[config.mk]
export PLATFORM = sky130hd
export DESIGN_NAME = mod_ctrl
export DESIGN_NICKNAME = d
export VERILOG_FILES = /design/src/rtl/mod_pkg.sv /design/src/rtl/mod_quot_cnt.sv /design/src/rtl/mod_ctrl.sv
export SDC_FILE = /design/constraint.sdc
export NUM_CORES = 1
export LEC_CHECK = 0
export BUFFER_PORTS_ARGS = -buffer_cell sky130_fd_sc_hd__clkbuf_2
export CAP_MARGIN = 20
export CORE_MARGIN = 2
export CORE_UTILIZATION = 45
export DETAILED_ROUTE_END_ITERATION = 12
export HOLD_SLACK_MARGIN = 0.1
export PLACE_DENSITY = 0.76
export SYNTH_ARGS = -nofsm -noshare
export SYNTH_HDL_FRONTEND = slang
export SYNTH_HIERARCHICAL = 1
export SYNTH_SLANG_ARGS = --single-unit
[constraint.sdc]
create_clock -name clk -period 2.58 [get_ports clk]
set_input_delay 0.645 -clock clk [delete_from_list [all_inputs] [get_ports clk]]
set_output_delay 0.645 -clock clk [all_outputs]
set_load 0.1 [all_outputs]
[src/rtl/mod_pkg.sv]
// Shared definitions for the repeated-subtraction modulo control path.
// Latency: n/a (types and constants only).
// Backpressure: n/a.
package mod_pkg;

   localparam int DEF_WIDTH    = 32;
   localparam int DEF_MAX_ITER = 256;

   // Fixed encoding so state can be matched against waveforms and other tools.
   typedef enum logic [1:0] {
      S_IDLE = 2'd0,
      S_LOAD = 2'd1,
      S_RUN  = 2'd2,
      S_FIN  = 2'd3
   } state_t;

endpackage

[src/rtl/mod_quot_cnt.sv]
// Quotient counter: clears on an accepted start, increments once per subtraction, flags the limit.
// Latency: count updates on the edge after clr/inc; at_lim is combinational on the registered count.
// Backpressure: none; clr has priority over inc.
module mod_quot_cnt
   import mod_pkg::*;
#(
   parameter int WIDTH    = DEF_WIDTH,
   parameter int LIMIT    = DEF_MAX_ITER,
   parameter bit LIMIT_EN = 1'b0
) (
   input  logic             clk,
   input  logic             reset,
   input  logic             clr,
   input  logic             inc,
   output logic [WIDTH-1:0] cnt,
   output logic             at_lim
);

   // Compare in at least 32 bits so a limit wider than the counter never aliases to a small value.
   localparam int            CW  = (WIDTH > 32) ? WIDTH : 32;
   localparam logic [CW-1:0] LIM = CW'(LIMIT);

   logic [CW-1:0] cnt_ext;

   assign cnt_ext = CW'(cnt);
   assign at_lim  = LIMIT_EN && (cnt_ext == LIM);

   // Counter register: clear wins over increment.
   always_ff @(posedge clk or negedge reset) begin
      if (!reset) begin
         cnt <= '0;
      end else if (clr) begin
         cnt <= '0;
      end else if (inc) begin
         cnt <= cnt + 1'b1;
      end
   end

endmodule

[src/rtl/mod_ctrl.sv]
// Control FSM for the modulo datapath: one A mod B per start, quotient count, divide-by-zero flag.
// Latency: ld_temp in cycle T1 after start, q subtract cycles, done in cycle T3+q (T1 when B==0).
// Backpressure: start ignored while busy, no queueing; optional iteration limit under MOD_ITER_LIMIT_EN.
module mod_ctrl
   import mod_pkg::*;
#(
   parameter int WIDTH    = DEF_WIDTH,
   parameter int MAX_ITER = DEF_MAX_ITER
) (
   input  logic             clk,
   input  logic             reset,
   input  logic             start,
   input  logic [WIDTH-1:0] B,
   input  logic             comp,
   output logic             ld_temp,
   output logic             sub,
   output logic             busy,
   output logic             done,
   output logic [WIDTH-1:0] quot,
   output logic             err_div0,
   output logic             timeout
);

`ifdef MOD_ITER_LIMIT_EN
   localparam bit LIMIT_EN = 1'b1;
`else
   localparam bit LIMIT_EN = 1'b0;
`endif

   state_t state;
   logic   b_zero;
   logic   accept;
   logic   at_lim;

   assign b_zero = (B == '0);
   assign accept = (state == S_IDLE) && start && !b_zero;

   // sub is the only output that looks at comp; at the limit it is held off so TEMP keeps the partial remainder.
   assign sub = (state == S_RUN) && comp && !at_lim;

   mod_quot_cnt #(
      .WIDTH    (WIDTH),
      .LIMIT    (MAX_ITER),
      .LIMIT_EN (LIMIT_EN)
   ) u_quot_cnt (
      .clk    (clk),
      .reset  (reset),
      .clr    (accept),
      .inc    (sub),
      .cnt    (quot),
      .at_lim (at_lim)
   );

`ifdef MOD_ITER_LIMIT_EN
   logic timeout_q;
   assign timeout = timeout_q;
`else
   assign timeout = 1'b0;
`endif

   // State machine with registered ld_temp/busy/done and sticky error flags.
   always_ff @(posedge clk or negedge reset) begin
      if (!reset) begin
         state    <= S_IDLE;
         ld_temp  <= 1'b0;
         busy     <= 1'b0;
         done     <= 1'b0;
         err_div0 <= 1'b0;
`ifdef MOD_ITER_LIMIT_EN
         timeout_q <= 1'b0;
`endif
      end else begin
         ld_temp <= 1'b0;
         done    <= 1'b0;
         case (state)
            S_IDLE: begin
               if (start) begin
                  busy <= 1'b1;
                  if (b_zero) begin
                     // Skip the datapath entirely; report the error straight away.
                     err_div0 <= 1'b1;
                     done     <= 1'b1;
                     state    <= S_FIN;
                  end else begin
                     err_div0 <= 1'b0;
`ifdef MOD_ITER_LIMIT_EN
                     timeout_q <= 1'b0;
`endif
                     ld_temp  <= 1'b1;
                     state    <= S_LOAD;
                  end
               end
            end
            S_LOAD: begin
               state <= S_RUN;
            end
            S_RUN: begin
               if (comp && at_lim) begin
`ifdef MOD_ITER_LIMIT_EN
                  timeout_q <= 1'b1;
`endif
                  done  <= 1'b1;
                  state <= S_FIN;
               end else if (!comp) begin
                  done  <= 1'b1;
                  state <= S_FIN;
               end
            end
            S_FIN: begin
               busy  <= 1'b0;
               state <= S_IDLE;
            end
         endcase
      end
   end

endmodule

# After elaboration in Yosys (flattened, before gate mapping)
# Cells that the tools add are included.
[classes]
muxes = 15
eq_ne = 5
n_addsub = 1
reduce_logical = 11
[ops]
columns = ["op", "n"]
rows = [
  ["32-bit 2-to-1 mux", 2],
  ["32-bit by 1-bit adder with 32-bit output (second input constant)", 1],
  ["32-bit logical NOT", 1],
  ["2-bit one-hot mux with 4 select lines", 1],
  ["1-bit 2-to-1 mux", 7],
  ["2-bit 2-to-1 mux", 3],
  ["2-bit AND reduction", 3],
  ["2-bit == test (second input constant)", 2],
  ["2-bit != test (second input constant)", 2],
  ["1-bit one-hot mux with 2 select lines", 2],
  ["2-bit nonzero test", 2],
  ["1-bit logical AND", 3],
  ["2-bit by 1-bit == test with 1-bit output (second input constant)", 1],
  ["2-bit logical NOT", 1],
  ["1-bit logical NOT", 1],
]
[word_totals]
out_inout_bits = 38
ff_bits = 38
elab_cells = 38
inputBits = 36

# Longest topological paths before layout
# Gate-level depths: netlist of run 1.
[logic_depth]
word_depth = 4
mapped_depth = 11
mapped_depth_nobuf = 8

# Hierarchy
# The synthesis of run 1 kept the hierarchy.
[modules_own_cells]
columns = ["mod", "cells_per_inst", "seq_area_each_um2", "instances", "area_each_um2"]
rows = [
  ["mod_quot_cnt", 178, 800.8, 1, 1691.6],
  ["mod_ctrl", 42, 150.1, 1, 384.1],
]

# Worst setup path before layout of run 1
# OpenSTA, ideal clock, no wires.
[synth_path]
path_kind = "input to register"
start = "input port comp"
end = "register u_quot_cnt.cnt[27]"
setup_time_ps = 78
n_path_buf = 2
path_slack_ps = -604
arrival_time_ps = 3106
required_time_ps = 2502
stages = 7
cell_sequence = "and3b_1 > buf_4 > o2111ai_4 > or3_1 > clkbuf_2 > or4_1 > a21oi_1"
[synth_between]
elab_chain_cells = 2
[synth_lines]
columns = ["element", "line_no", "text"]
rows = [
  ["start: declaration", "mod_ctrl.sv:14", "input logic comp,"],
  ["1-bit logical AND", "mod_ctrl.sv:39", "assign sub = (state == S_RUN) && comp && !at_lim;"],
  ["2-bit nonzero test (no line)", "n/a", ""],
  ["end signal: assignment", "mod_quot_cnt.sv:35", "cnt <= cnt + 1'b1;"],
  ["end: declaration", "mod_quot_cnt.sv:15", "output logic [WIDTH-1:0] cnt,"],
]
# Every way passes these cells.
# A chain may end at the register's enable or synchronous reset.

# Worst setup path in the final report of run 1
[layout_path]
start = "register state[0]"
end = "output port sub"
[layout_between]
elab_chain_cells = 2
[layout_lines]
columns = ["element", "line_no", "text"]
rows = [
  ["start: declaration", "mod_ctrl.sv:30", "state_t state;"],
  ["start signal: assignment", "mod_ctrl.sv:64", "state <= S_IDLE;"],
  ["start signal: assignment", "mod_ctrl.sv:83", "state <= S_FIN;"],
  ["start signal: assignment", "mod_ctrl.sv:90", "state <= S_LOAD;"],
  ["2-bit == test", "mod_ctrl.sv:39", ""],
  ["1-bit logical AND", "mod_ctrl.sv:39", ""],
  ["end: declaration", "mod_ctrl.sv:16", "output logic sub,"],
]
# Every way passes these cells.

==> impl_metrics.tcl, run 1 <==
set metrics [dict create \
    netlist_instances 220 \
    critPathLaunchType "flip-flop" \
    hold_ws_ns 0.271 \
    finalMaxSlewViolations 0 \
    ios 74 \
    hold_path_class "input pin to async pin" \
    hpwl_mm 3.64 \
    ant_nets 0 \
    yosysMostFrequentCell "dfrtp_1" \
    die_w_um 71.9 \
    drc 0 \
    synth_largest_area_cell "dfrtp_1" \
    wl_per_cell_um 13.7 \
    cts_buffer_depth 2 \
    htree_levels 2 \
    vdd_drop_max_v 0.000609 \
    reg2regPathDepth 9 \
    slew_headroom_pct 63.2 \
    synth_nets 260 \
    cp-end-kind "primary output" \
    crit_fanout 7 \
    via_count 1974 \
    worstPathCellList "inv_1 -> ha_1 -> and3b_4 -> buf_4 -> clkbuf_2" \
    skew_ns 0.00894 \
    track_usage_pct 19.7 \
    die_h_um 71.9 \
    fin_crit_ns 2.49 \
    yosysTopAreaCellShare_pct 45.8 \
    layout-drive-gt1-share_pct 34.2 \
    grt_max_degree 24 \
    cp.required_ns 1.93 \
    numCtsBuffers 5 \
    path_class "flip-flop to primary output" \
    setup_slack_ns 0.0897 \
    grt_pass1_vias 1891 \
    p_leak_nw 1.22 \
    ys_warn_count 6 \
    drt_pass1_iterations 6 \
    grt_pass1_wl_mm 8.45 \
    reg2reg_from "state[0]$_DFFE_PN0P_" \
    routed_wl_mm 4.85 \
    rsz0062_at_grt "false" \
    portBuffers 72 \
    critPathTopFamily "buffers and inverters" \
    power.total_mw 1.67 \
    synth_edf_count 0 \
    power_density_mw_per_mm2 630 \
    cts_tree "done" \
    hold_viol_final 0 \
    critPathMaxStageDelay_ns 0.46 \
    viasPerCell 5.59 \
    ys_async_sr_fraction_pct 100 \
    utilization_pct 60.4 \
    place.gp.congestion 0.751 \
    yosys-top-cells-area "dfrtp_1 46%, a21oi_1 5.1%, o31ai_1 5.1%" \
    cp_slowest_cell "clkbuf_2" \
    worst_pin_slew_ns 0.555 \
    area_growth_pct 27.5 \
    synthFlopType "dfrtp_1" \
    setup_tns_ns 0 \
    antenna_cells 0 \
    insertion_delay_ns 0.28 \
    synth.avg_cell_area_um2 9.44 \
    detail_route.iter0.violations 119 \
    clkTransAtPathRegs_ns 0.08 \
    cts.sinks 38 \
    dieArea_mm2 0.00517 \
    crit_buf_inv 3 \
    coreArea_mm2 0.00438 \
    r2r_end "u_quot_cnt/cnt[27]$_DFFE_PN0P_" \
    post-place-ws_ns -0.0287 \
    maxCapViolCount 0 \
    cp.arrival_ns 1.85 \
    status "completed" \
    final_nets 340 \
    synth_common_cells "38 x dfrtp_1, 21 x a21oi_1, 16 x nand2_1" \
    synth_cell_type_count 36 \
    ff2ff_setup_slack_ns 0.20 \
    ys_ff_latch 38 \
    finalSetupViolCount 0 \
    finalCritPeriodShare_pct 96.5 \
    antenna_found_initial 0 \
    overflow 0 \
    initial_core_util_pct 47.3 \
    fmax_mhz 402 \
    syn_area_mm2 0.00208 \
    seq_area_frac_synth_pct 45.8 \
    cts_hold_buf 0 \
    cts_root_buf "clkbuf_8" \
    rows 24 \
]
how the worst max path moves through the flow:
stage / start / to / cells past startpoint
floorplan: comp / u_quot_cnt/cnt[27]$_DFFE_PN0P_ / 7
global placement: B[0] / u_quot_cnt/cnt[27]$_DFFE_PN0P_ / 10
detailed placement: B[0] / u_quot_cnt/cnt[26]$_DFFE_PN0P_ / 9
CTS: state[0]$_DFFE_PN0P_ / sub / 5
global route: state[0]$_DFFE_PN0P_ / sub / 5
finish: state[0]$_DFFE_PN0P_ / sub / 5
metrics by stage:
stage,std cells,instance area [um^2]
after floorplan,220,2090
after global placement,345,2550
after detailed placement,345,2550
after CTS,353,2640
after global routing,353,2650
final,353,2650
sequential cells by signal, indices dropped and copies added, names as in the netlist:
register,cells
state,2
ld_temp,1
err_div0,1
done,1
busy,1
u_quot_cnt/cnt,32
cells in the final DEF (no fill, tap or decap), types with 2 or more instances in the layout:
cell type and instances:
nor2_2 2, conb_1 2, nand4_1 7, nor2_1 14
inv_1 9, clkbuf_8 6, dfrtp_1 36, dfrtp_2 2
nand3_1 6, nor3_1 2, o21ai_0 11, o31ai_1 14
and4_1 4, nor4_1 11, or3_1 8, nand2_1 16
clkbuf_2 72, xnor2_1 7, xor2_1 4, a21oi_1 21
or4_1 13, ha_1 4, buf_4 15
timing repair:
| action | 4_1_cts | 5_1_grt |
|---|---|---|
| endpoints found under the setup margin | 0 | 3 |
| endpoints found under the hold margin | 0 | 0 |
| gates resized for setup | 0 | 1 |
| buffers inserted | 0 | 0 |
area by class of cell:
class | instances | area (um^2)
fill | 388 | 1740
multi-input combinational | 159 | 1030
sequential | 38 | 953
timing repair buffer | 87 | 473
clock buffer | 7 | 86.3
tap | 52 | 65.1
inverter | 9 | 33.8
clock inverter | 1 | 5.00
cells by family after synthesis:
kind of cell	count (synthesis)	synth area share [%]
xor+xnor	11	4.64
fa+ha+maj	4	2.41
mux	1	0.482
buf+inv	23	5.06
other cells	2	0.362
compound gates	51	15.7
flops	38	45.8
simple gates	90	25.5
layer usage:
| layer | global-route usage, % | routed length, um | vias up |
|---|---|---|---|
| met4 | 3.98 | 11 | 0 |
| met2 | 32.9 | 2430 | 42 |
| met1 | 27.1 | 2230 | 964 |
| li1 | - | - | 966 |
| met3 | 3.47 | 177 | 2 |
| met5 | 0 | 0 | - |
where the power goes:
group | switching [mW] | internal, mW | leakage [nW]
Clock | 0.198 | 0.216 | 0.0482
Combinational | 0.417 | 0.153 | 0.652
Sequential | 0.0409 | 0.643 | 0.519
Total | 0.656 | 1.01 | 1.22
No activity file was read; power rests on OpenSTA's default activity.
==> run 2: changes to the inputs <==
--- a/config.mk
+++ b/config.mk
@@ -9,7 +9,9 @@
 export CAP_MARGIN = 20
 export CORE_MARGIN = 2
 export CORE_UTILIZATION = 45
+export CTS_BUF_LIST = sky130_fd_sc_hd__clkbuf_8 sky130_fd_sc_hd__clkbuf_16
 export DETAILED_ROUTE_END_ITERATION = 12
+export GPL_ROUTABILITY_DRIVEN = 0
 export HOLD_SLACK_MARGIN = 0.1
 export PLACE_DENSITY = 0.76
 export SYNTH_ARGS = -nofsm -noshare
==> run 2 against run 1 <==
Cell area stayed put. First-iteration DRC count increased by 3.4%. Die area unchanged. Cell count is the same. Critical path type unchanged. Critical endpoint unchanged.
==> impl_metrics.tcl, run 2 (same netlist as run 1, synthesis figures left out) <==
set metrics [dict create \
    cts_buffer_depth 2 \
    ios 74 \
    rows 24 \
    routed_wl_mm 4.85 \
    insertion_delay_ns 0.28 \
    maxCapViolCount 0 \
    critPathMaxStageDelay_ns 0.46 \
    cts_resized 0 \
    setup_tns_ns 0 \
    ff2ff_setup_slack_ns 0.19 \
    largest_reg_flops 32 \
    setup_slack_ns 0.0906 \
    netSwitchingPower_mw 0.656 \
    clkTransAtPathRegs_ns 0.08 \
    seq_power_share_pct 41.1 \
    cts_hold_buf 0 \
    skew_ns 0.00898 \
    initial_core_util_pct 47.3 \
    slew_headroom_pct 63.4 \
    antenna_cells 0 \
    cts.sinks 38 \
    r2r_end "u_quot_cnt/cnt[27]$_DFFE_PN0P_" \
    grt_max_degree 24 \
    drc 0 \
    area_growth_pct 27.5 \
    grt_pass1_vias 1891 \
    placed_area_mm2 0.00255 \
    ant_nets 0 \
    numCtsBuffers 5 \
    path_class "flip-flop to primary output" \
    layout-drive-gt1-share_pct 34.2 \
    die_h_um 71.9 \
    dieArea_mm2 0.00517 \
    cp_slowest_cell "clkbuf_2" \
    grt_pass1_wl_mm 8.45 \
    reg2reg_from "state[0]$_DFFE_PN0P_" \
    final_cell_mix "72 x clkbuf_2, 36 x dfrtp_1, 21 x a21oi_1" \
    wl_per_cell_um 13.7 \
    power_density_mw_per_mm2 629 \
    final_nets 340 \
    postCtsSetupBuffers 0 \
    fmax_mhz 402 \
    stdcell_area_mm2 0.00265 \
    vdd_drop_max_v 0.000608 \
    finalMaxSlewViolations 0 \
    reg2regPathDepth 9 \
    crit_fanout 7 \
    detail_route.iter0.violations 123 \
    viasPerCell 5.60 \
    worstPathCellList "inv_1 -> ha_1 -> and3b_4 -> buf_4 -> clkbuf_2" \
    finalCritPeriodShare_pct 96.5 \
    cp-end-kind "primary output" \
    worst_pin_slew_ns 0.549 \
    hpwl_mm 3.64 \
    final_common_cell "clkbuf_2" \
    htree_levels 2 \
    swShare_pct 39.4 \
    status "completed" \
    p_int_mw 1.01 \
    overflow 0 \
    fillCellCount 388 \
    die_w_um 71.9 \
    rsz0062_at_grt "false" \
    cp.required_ns 1.93 \
    antenna_found_initial 0 \
    cts_tree "done" \
    critPathLaunchType "flip-flop" \
    drt_pass1_iterations 6 \
    post-place-ws_ns -0.0287 \
    power.total_mw 1.66 \
    p_leak_nw 1.22 \
    track_usage_pct 19.7 \
    fin_crit_ns 2.49 \
    cp.arrival_ns 1.84 \
    coreArea_mm2 0.00438 \
    portBuffers 72 \
    largestRegisters "u_quot_cnt/cnt (32), state (2)" \
    hold_viol_final 0 \
    finalSetupViolCount 0 \
    p_clk_share_pct 24.7 \
    combPwrFrac_pct 34.2 \
    cts_root_buf "clkbuf_8" \
    via_count 1976 \
    top_register "u_quot_cnt/cnt" \
    hold_path_class "input pin to async pin" \
]
-- run 2: changes by cell type in the layout (fill, tap and decap cells not counted), sizes merged --
cell    previous run  this run
inv                9        10
clkbuf            79        78
-- run 2: power by group through the flow --
stage / registers (mW) / logic (mW) / clock network, mW
6_report: 0.684 / 0.570 / 0.410
3_3_place_gp: 0.694 / 0.555 / 0
5_1_grt: 0.690 / 0.611 / 0.445
3_5_place_dp: 0.696 / 0.572 / 0
2_1_floorplan: 0.902 / 0.216 / 0
4_1_cts: 0.685 / 0.574 / 0.419
-- run 2: per-layer routing --
layer | global-route usage, % | vias up | routed length (um)
met2 | 32.9 | 46 | 2430
met1 | 27.1 | 962 | 2230
li1 | - | 966 | -
met3 | 3.47 | 2 | 175
met4 | 3.98 | 0 | 11
met5 | 0 | - | 0
-- run 2: worst max-delay path: cells and delay by family, from the launching register on --
kind | cells | cell delay (ns)
simple gates | 1 | 0.24
flops | 1 | 0.39
buf+inv | 3 | 0.73
fa+ha+maj | 1 | 0.20
-- run 2: how the worst max path moves through the flow --
stage                              start                        endpoint  slack, ns  depth (start not counted)
floorplan                           comp  u_quot_cnt/cnt[27]$_DFFE_PN0P_      -0.03                          7
global placement                    B[0]  u_quot_cnt/cnt[27]$_DFFE_PN0P_       0.03                         10
detailed placement                  B[0]  u_quot_cnt/cnt[26]$_DFFE_PN0P_      -0.03                          9
CTS                 state[0]$_DFFE_PN0P_                             sub       0.09                          5
global route        state[0]$_DFFE_PN0P_                             sub       0.03                          5
finish              state[0]$_DFFE_PN0P_                             sub       0.09                          5
-- run 2: cell type report --
class	count	area, um^2	area share, %
Sequential cell	38	953	36.0
Inverter	9	33.8	1.28
Clock buffer	6	82.6	3.12
Multi-Input combinational cell	159	1030	38.9
Clock inverter	2	8.76	0.331
Tap cell	52	65.1	2.46
Timing Repair Buffer	87	473	17.9
-- run 2: per-stage QoR --
| step | cells | hold WS, ns | utilization, % |
|---|---|---|---|
| after floorplan | 220 | 0.349 | - |
| after global placement | 345 | 0.475 | 58.2 |
| after detailed placement | 345 | 0.482 | 58.2 |
| after CTS | 353 | 0.279 | 60.3 |
| after global routing | 353 | 0.304 | 60.4 |
| final | 353 | 0.270 | 60.4 |
==> run 3: changes to the inputs <==
--- a/config.mk
+++ b/config.mk
@@ -5,11 +5,13 @@
 export SDC_FILE = /design/constraint.sdc
 export NUM_CORES = 1
 export LEC_CHECK = 0
-export BUFFER_PORTS_ARGS = -buffer_cell sky130_fd_sc_hd__clkbuf_2
+export ABC_AREA = 1
+export BUFFER_PORTS_ARGS = -buffer_cell sky130_fd_sc_hd__buf_2
 export CAP_MARGIN = 20
 export CORE_MARGIN = 2
-export CORE_UTILIZATION = 45
+export CORE_UTILIZATION = 46
 export CTS_BUF_LIST = sky130_fd_sc_hd__clkbuf_8 sky130_fd_sc_hd__clkbuf_16
+export CTS_CLUSTER_SIZE = 10
 export DETAILED_ROUTE_END_ITERATION = 12
 export GPL_ROUTABILITY_DRIVEN = 0
 export HOLD_SLACK_MARGIN = 0.1
==> run 3 against run 2 <==
Synthesized cell count is 56% higher. Combinational power is 34% higher. Clock-buffer cell count stayed put. Worst hold slack better by 0.18 ns. Global-route usage is 1.7 points higher. Sequential power is 3.2% higher. Cell area is 7.7% higher. Fmax is 4.3% higher. Via count is 19% higher. Die area is 9.5% higher. Routed wire length is 14% higher.
==> impl_metrics.tcl, run 3 <==
set metrics [dict create \
    netSwitchingPower_mw 0.856 \
    final_common_cell "nand2_1" \
    die_w_um 75.2 \
    layout-drive-gt1-share_pct 24.2 \
    synthFlopType "dfrtp_1" \
    grt_pass1_wl_mm 9.24 \
    overflow 0 \
    drt_pass1_iterations 4 \
    power.total_mw 1.89 \
    antenna_found_initial 0 \
    netlist_instances 344 \
    stdcell_area_mm2 0.00285 \
    ios 74 \
    cts_tree "done" \
    synth_nets 384 \
    antenna_cells 0 \
    seq_area_um2 951 \
    insertion_delay_ns 0.29 \
    synth_largest_area_cell "dfrtp_1" \
    slew_headroom_pct 44.1 \
    maxCapViolCount 0 \
    power_density_mw_per_mm2 664 \
    coreArea_mm2 0.00482 \
    finalCritPeriodShare_pct 92.5 \
    routed_wl_mm 5.52 \
    utilization_pct 59.2 \
    htree_levels 2 \
    setup_tns_ns 0 \
    cp_slowest_cell "buf_2" \
    ys_async_sr_fraction_pct 100 \
    dp_cells 480 \
    cts_root_buf "clkbuf_8" \
    die_h_um 75.2 \
    hold_path_class "input pin to async pin" \
    path_class "flip-flop to primary output" \
    grt_pass1_vias 2141 \
    multiInputGateArea_mm2 0.00121 \
    post-place-ws_ns 0.265 \
    portBuffers 72 \
    critPathLaunchType "flip-flop" \
    dieArea_mm2 0.00566 \
    postCtsSetupBuffers 0 \
    cts_resized 0 \
    clkTransAtPathRegs_ns 0.08 \
    fmax_mhz 419 \
    hold_viol_final 0 \
    yosysTopAreaCellShare_pct 40.7 \
    synth_common_cells "90 x nand2_1, 87 x nor2_1, 38 x dfrtp_1" \
    hpwl_mm 4.27 \
    swShare_pct 45.2 \
    cts.sinks 38 \
    viasPerCell 4.82 \
    vdd_drop_max_v 0.000678 \
    finalSetupViolCount 0 \
    p_leak_nw 1.51 \
    placed_area_mm2 0.00276 \
    fillCellCount 486 \
    seq_power_share_pct 37.3 \
    largest_reg_flops 32 \
    ant_nets 0 \
    synth_edf_count 0 \
    syn_area_mm2 0.00233 \
    cts_buffer_depth 2 \
    cp.arrival_ns 1.74 \
    crit_fanout 4 \
    numCtsBuffers 5 \
    final_cell_mix "90 x nand2_1, 87 x nor2_1, 72 x buf_2" \
    skew_ns 0.00522 \
    finalMaxSlewViolations 0 \
    area_growth_pct 22.1 \
    rows 25 \
    final_nets 460 \
    ys_ff_latch 38 \
    yosysMostFrequentCell "nand2_1" \
    hold_ws_ns 0.452 \
    worstPathCellList "inv_1 -> ha_1 -> nand3_1 -> inv_1 -> buf_2" \
    cts_hold_buf 0 \
    drc 0 \
    top_register "u_quot_cnt/cnt" \
    seq_area_frac_synth_pct 40.7 \
    via_count 2352 \
    crit_path_frequent_cell "inv_1" \
    wl_per_cell_um 11.3 \
    combPwrFrac_pct 40.4 \
    p_int_mw 1.04 \
    cp-end-kind "primary output" \
    initial_core_util_pct 48.5 \
    grt_max_degree 39 \
    track_usage_pct 21.4 \
    rsz0062_at_grt "false" \
    final_cells 488 \
    status "completed" \
    cp.required_ns 1.93 \
    synth_cell_type_count 23 \
    p_clk_share_pct 22.3 \
    worst_pin_slew_ns 0.839 \
    detail_route.iter0.violations 155 \
    synth.avg_cell_area_um2 6.79 \
    setup_slack_ns 0.193 \
    largestRegisters "u_quot_cnt/cnt (32), state (2)" \
    yosys-top-cells-area "dfrtp_1 41%, nand2_1 14%, nor2_1 14%" \
    ys_warn_count 6 \
    critPathMaxStageDelay_ns 0.46 \
    fin_crit_ns 2.39 \
]
## run 3: area by class of cell
type                            instances  area share, %
Clock buffer                            6           2.90
Clock inverter                          2          0.307
Inverter                               37           4.87
Multi-Input combinational cell        264           42.4
Sequential cell                        38           33.4
Tap cell                               67           2.94
Timing Repair Buffer                   74           13.2
## run 3: routing by layer
layer | share of wire (%) | track usage (%)
met4 | 1.7 | 7.80
met3 | 5.7 | 3.75
met5 | 0 | 0
met2 | 47 | 34.7
met1 | 46 | 28.9
## run 3: logic make-up (layout without fill, tap and decap cells)
kind of cell               Yosys count  in the layout  synth area share [%]
other                                2              2                 0.322
DFF                                 38             38                  40.7
adders and majority gates            4              4                  2.14
xor gates and xnor gates             1              1                 0.375
buffers and inverters               42            119                  7.45
AOI/OAI and AO/OA                   36             36                  7.88
and+or+nand+nor                    221            221                  41.1
## run 3: power by group through the flow
stage / Clock (mW) / Sequential (mW) / Combinational [mW]
2_1_floorplan: 0 / 1.04 / 0.295
3_3_place_gp: 0 / 0.715 / 0.758
3_5_place_dp: 0 / 0.717 / 0.770
4_1_cts: 0.436 / 0.706 / 0.770
5_1_grt: 0.460 / 0.719 / 0.831
6_report: 0.421 / 0.706 / 0.765
## run 3: path summary, 6_finish.rpt
path / to / depth (start not counted) / slack (ns) / startpoint
worst min register to register: busy$_DFFE_PN0P_ / 2 / 0.51 / busy$_DFFE_PN0P_
worst max register to register: u_quot_cnt/cnt[21]$_DFFE_PN0P_ / 11 / 0.40 / state[0]$_DFFE_PN0P_
worst max-delay path: sub / 5 / 0.19 / state[0]$_DFFE_PN0P_
max in group asynchronous: u_quot_cnt/cnt[7]$_DFFE_PN0P_ / 1 / 1.60 / reset
worst min-delay path: busy$_DFFE_PN0P_ / 1 / 0.45 / reset
min in group clk: busy$_DFFE_PN0P_ / 2 / 0.51 / busy$_DFFE_PN0P_
## run 3: worst max-delay path, delay by kind of cell (launching register included)
kind          cells  cell delay (ns)
buf+inv           3             0.75
flops             1             0.39
fa+ha+maj         1             0.20
simple gates      1             0.11
